$ cat config.mk
export PLATFORM = sky130hd
export DESIGN_NAME = systolic_skew_fifo_bank
export DESIGN_NICKNAME = d
export VERILOG_FILES = /design/src/rtl/systolic_skew_fifo_bank.sv
export SDC_FILE = /design/constraint.sdc
export NUM_CORES = 1
export LEC_CHECK = 0
export BUFFER_PORTS_ARGS = -buffer_cell sky130_fd_sc_hd__buf_4
export CAP_MARGIN = 20
export CELL_PAD_IN_SITES_DETAIL_PLACEMENT = 2
export CELL_PAD_IN_SITES_GLOBAL_PLACEMENT = 2
export CORE_ASPECT_RATIO = 1.1
export CORE_UTILIZATION = 39
export DETAILED_ROUTE_END_ITERATION = 16
export HOLD_SLACK_MARGIN = 0.02
export PLACE_DENSITY = 0.71
export SLEW_MARGIN = 20
export SYNTH_ARGS = -nofsm -noshare
export SYNTH_HDL_FRONTEND = slang
export SYNTH_SLANG_ARGS = --single-unit
$ cat constraint.sdc
create_clock -name CLK -period 9.25 [get_ports CLK]
set_input_delay 1.3875 -clock CLK [delete_from_list [all_inputs] [get_ports CLK]]
set_output_delay 1.3875 -clock CLK [all_outputs]
set_load 0.01 [all_outputs]
$ cat src/rtl/systolic_skew_fifo_bank.sv
// Row FIFO feeding per-lane delay lines: lane k reaches the array k shifts after lane 0
// (diagonal skew), or all lanes together when skew mode is off.
module systolic_skew_fifo_bank #(
  parameter int ARRAY_DIM = 4,
  parameter int DATA_W    = 16,
  parameter int DEPTH     = 4
) (
  input  logic                          CLK,
  input  logic                          nRST,
  input  logic                          load,
  input  logic [DATA_W*ARRAY_DIM-1:0]   load_values,
  output logic                          load_ready,
  input  logic                          shift,
  input  logic                          flush,
  input  logic                          skew_en,
  output logic [DATA_W*ARRAY_DIM-1:0]   out,
  output logic [ARRAY_DIM-1:0]          out_valid,
  output logic                          full,
  output logic                          empty,
  output logic [$clog2(DEPTH+1)-1:0]    count
);
  localparam int PTR_W = $clog2(DEPTH);
  localparam int CNT_W = $clog2(DEPTH+1);
  localparam int ROW_W = DATA_W*ARRAY_DIM;

  logic [ROW_W-1:0]     mem [DEPTH];
  logic [PTR_W-1:0]     wr_ptr_reg;
  logic [PTR_W-1:0]     rd_ptr_reg;
  logic [CNT_W-1:0]     count_reg;
  logic                 skew_mode_reg;
  logic                 push;
  logic                 pop;
  logic [ROW_W-1:0]     pop_row;
  logic [ARRAY_DIM-1:0] lane_busy;

  assign full       = (count_reg == CNT_W'(DEPTH));
  assign empty      = (count_reg == '0);
  assign count      = count_reg;
  assign load_ready = !full || (shift && !empty);
  // flush overrides both sides of the handshake
  assign pop        = shift && !empty && !flush;
  assign push       = load && load_ready && !flush;
  assign pop_row    = mem[rd_ptr_reg];

  always_ff @(posedge CLK) begin
    if (push) mem[wr_ptr_reg] <= load_values;
  end

  always_ff @(posedge CLK or negedge nRST) begin
    if (!nRST) begin
      wr_ptr_reg <= '0;
      rd_ptr_reg <= '0;
      count_reg  <= '0;
    end else if (flush) begin
      wr_ptr_reg <= '0;
      rd_ptr_reg <= '0;
      count_reg  <= '0;
    end else begin
      if (push) wr_ptr_reg <= wr_ptr_reg + PTR_W'(1);
      if (pop)  rd_ptr_reg <= rd_ptr_reg + PTR_W'(1);
      if (push && !pop)      count_reg <= count_reg + CNT_W'(1);
      else if (pop && !push) count_reg <= count_reg - CNT_W'(1);
    end
  end

  // Mode may only change once nothing is in flight, so rows never straddle two alignments.
  always_ff @(posedge CLK or negedge nRST) begin
    if (!nRST)                       skew_mode_reg <= 1'b1;
    else if (lane_busy == '0 && !pop) skew_mode_reg <= skew_en;
  end

  for (genvar gi = 0; gi < ARRAY_DIM; gi++) begin : g_lane
    logic [DATA_W-1:0] data_reg [gi+1];
    logic [gi:0]       valid_reg;

    always_ff @(posedge CLK or negedge nRST) begin
      if (!nRST) begin
        valid_reg <= '0;
        for (int s = 0; s <= gi; s++) data_reg[s] <= '0;
      end else if (flush) begin
        valid_reg <= '0;
        for (int s = 0; s <= gi; s++) data_reg[s] <= '0;
      end else if (shift) begin
        valid_reg[0] <= pop;
        data_reg[0]  <= pop ? pop_row[gi*DATA_W +: DATA_W] : '0;
        for (int s = 1; s <= gi; s++) begin
          valid_reg[s] <= valid_reg[s-1];
          data_reg[s]  <= data_reg[s-1];
        end
      end
    end

    assign lane_busy[gi]              = |valid_reg;
    assign out[gi*DATA_W +: DATA_W]   = skew_mode_reg ? data_reg[gi]  : data_reg[0];
    assign out_valid[gi]              = skew_mode_reg ? valid_reg[gi] : valid_reg[0];
  end

endmodule

==> results.md <==
- Busiest metal layer after global routing: met2
- Largest net degree at the start of global routing: 114
- Fin. Hold Viols: 0
- Max reg flops: 256
- RD Place Congestion: 0.668
- Synth cell count leaders: edfxtp_1, dfrtp_1, nor2_1, mux2i_1
- Max_cap viols: 0
- Antenna cells: 0
- Routing usage on met2: 32.7%
- Worst setup path class: input port to output port
- CP Cell Sequence: buf_6 -> nor4b_2 -> inv_2 -> buf_4
- Register area share after synthesis: 71.6%
- Slew Limit Fails: 0
- Ys async rst share: 40.2%
- Final clock skew: 0.0295 ns
- Syn nets: 1,004
- Cts repair resizes: 0
- Worst stage delay on the critical path: 0.47 ns
- Via count: 8,743
- CP Max Fanout: 57
- Hpwl dp: 23,200 um
- Final setup vio count: 0
- Worst vdd ir: 0.136 mV
- Slew margin rel.: 27.0%
- Synth area leader: edfxtp_1
- DP Worst Slack: 5.19 ns
- Initial detailed-routing violation count: 400
- Fin nets: 1,140
- CP max-delay cell: nor4b_2
- Initial core utilization: 39.6%
- Drc violations: 0
- WL per Instance: 23.8 um
- Post-synth top area share: 45.9%
- Core Box Area: 42,300 sq um
- Pwr/cell area: 256 nW/um^2
- Count of cell types in the netlist: 43
- Overflow after GRT: 0
- Std cell rows: 79
- RSZ-0062 raised after global routing: no
- Required @ worst endpoint: 7.86 ns
- Global-route wire length before repair: 61,700 um
- Synth area leaders: edfxtp_1, dfrtp_1, mux4_2, mux2i_1, a22o_1
- Fill cells: 3,941
- GR Util met3: 2.90%
- Routed WL: 39,800 um
- Hold Crit Class: flop to flop
- Clk sink count: 428
- Die X: 200 um
- Post-CTS Setup Bufs: 0
- Flop and latch count out of synthesis: 428
- Via density: 5.24
- CP arrival: 2.42 ns
- Most frequent cell after synthesis: edfxtp_1
- Prevailing post-synth register cell: edfxtp_1
- Leak: 7.99 nW
- Post-CTS Hold Buffers: 0
- Antenna Nets Post-Route: 0
- Critical path endpoint category: output port
- Clock Latency Late Sink: 0.56 ns
- Clock transition at the registers of the reported paths: 0.06 ns
- CP Launch Point: shift
- Post-Synthesis Cells: 929
- Share of cells above drive strength 1: 32.1%
- Initial antenna violation count: 1
- Slew @ Worst Pin: 1.09 ns
- CTS tree: yes
- RR Startpoint: count[0]
- Crit path max-delay family: buffers and inverters
- Minimum clock period after layout: 3.81 ns
- F_max: 262 MHz
- Global-route met1 utilization: 24.8%
- Final worst slack: 5.44 ns
- Post-synth EDFFs: 256
- Startpoint type of the worst setup path: input port
- Mapped Area: 16,800 sq um
- CP Buf/Inv Count: 3
- Die H: 219 um
- Cts bufs inserted: 46
- Syn. warnings: 0
- Worst Hold Launch: g_lane[0].data_reg[12]
- Total GRT Usage: 18.9%
- Outcome: completed
- Num ports: 144
- Die area: 43,800 sq um
- Syn Area/Cell: 18.0 sq um
- Number of global-route vias before repair: 9,941
- H-Tree Depth: 2
- Setup_tns: 0 ns
- Port Buf Inserts: 143
- Register area: 12,000 sq um
- Multi-input logic area: 4340 sq um
- CTS root buf: clkbuf_16
- Buffer depth of the longest clock path: 3
- R2R Setup Slk: 6.60 ns
- Drt first pass iters: 5
- Area Growth Syn to Fin: 18.3%
- Final period util: 41.2%
==> layout by cell type, fill, tap and decap left out, types with 3 or more instances in the layout <==
cell and n:
a22o_1 64, and2_4 4, buf_4 148, bufinv_16 6
clkbuf_1 3, clkbuf_16 47, clkbuf_8 7, clkinv_1 4
clkinv_2 13, dfrtp_1 169, edfxtp_1 256, ha_1 4
inv_1 6, inv_6 3, mux2_1 3, mux2_2 48
mux2i_1 99, mux4_2 64, nand2_1 6, nor2_1 107
nor3_1 3
==> worst register-to-register path, cell delays in order, from the launching register on <==
cell	delay, ns
dfrtp_1	0.64
nor4b_2	0.15
nor3_1	0.48
and2_4	0.97
==> final timing paths <==
path                                           to  cells after the start
max in group asynchronous  g_lane[0].data_reg[10]                      2
setup reg to reg                       mem[0][52]                      3
hold reg to reg            g_lane[0].data_reg[12]                      1
hold / removal             g_lane[0].data_reg[12]                      1
setup / recovery                       load_ready                      4
min in group asynchronous                count[2]                      1
==> cell type report <==
cell class                 count  share of cell area [%]
timing repair buffer         151                    5.83
inverter                       7                   0.133
clock buffer                  56                    6.41
clock inverter                29                    1.57
sequential                   428                    60.6
tap                          567                    3.58
multi-input combinational    431                    21.9
==> kinds of logic (layout without fill, tap and decap cells) <==
group,after synthesis,in the layout,share of synthesized area [%]
compound gates,78,78,4.03
xor+xnor,3,3,0.157
fa+ha+maj,5,5,0.418
buf+inv,70,243,2.65
flops,428,428,71.6
mux,214,214,17.9
simple gates,131,131,3.22
==> power by group <==
| group | leakage [nW] | total [mW] | switching (mW) | internal [mW] |
|---|---|---|---|---|
| logic | 2.51 | 0.838 | 0.398 | 0.440 |
| registers | 4.69 | 2.33 | 0.162 | 2.17 |
| clock network | 0.790 | 1.91 | 0.763 | 1.15 |
| total | 7.99 | 5.08 | 1.32 | 3.76 |
==> layer usage <==
| layer | vias up | wire length (um) |
|---|---|---|
| li1 | 3826 | - |
| met1 | 4700 | 17100 |
| met2 | 161 | 20500 |
| met3 | 54 | 1380 |
| met4 | 2 | 767 |
| met5 | - | 17 |
==> stage by stage <==
stage | instance area [sq um] | total power [mW] | util, % | std cells | hold WS (ns)
final | 19800 | 5.08 | 46.8 | 1669 | 0.515
after global routing | 19800 | 5.28 | 46.8 | 1669 | 0.541
after CTS | 19800 | 5.16 | 46.8 | 1668 | 0.516
after detailed placement | 18200 | 3.23 | 43.0 | 1583 | 0.497
after global placement | 18200 | 3.20 | 43.0 | 1583 | 0.495
after floorplan | 16800 | 2.93 | - | 929 | 0.480
No activity file was read; power rests on OpenSTA's default activity.
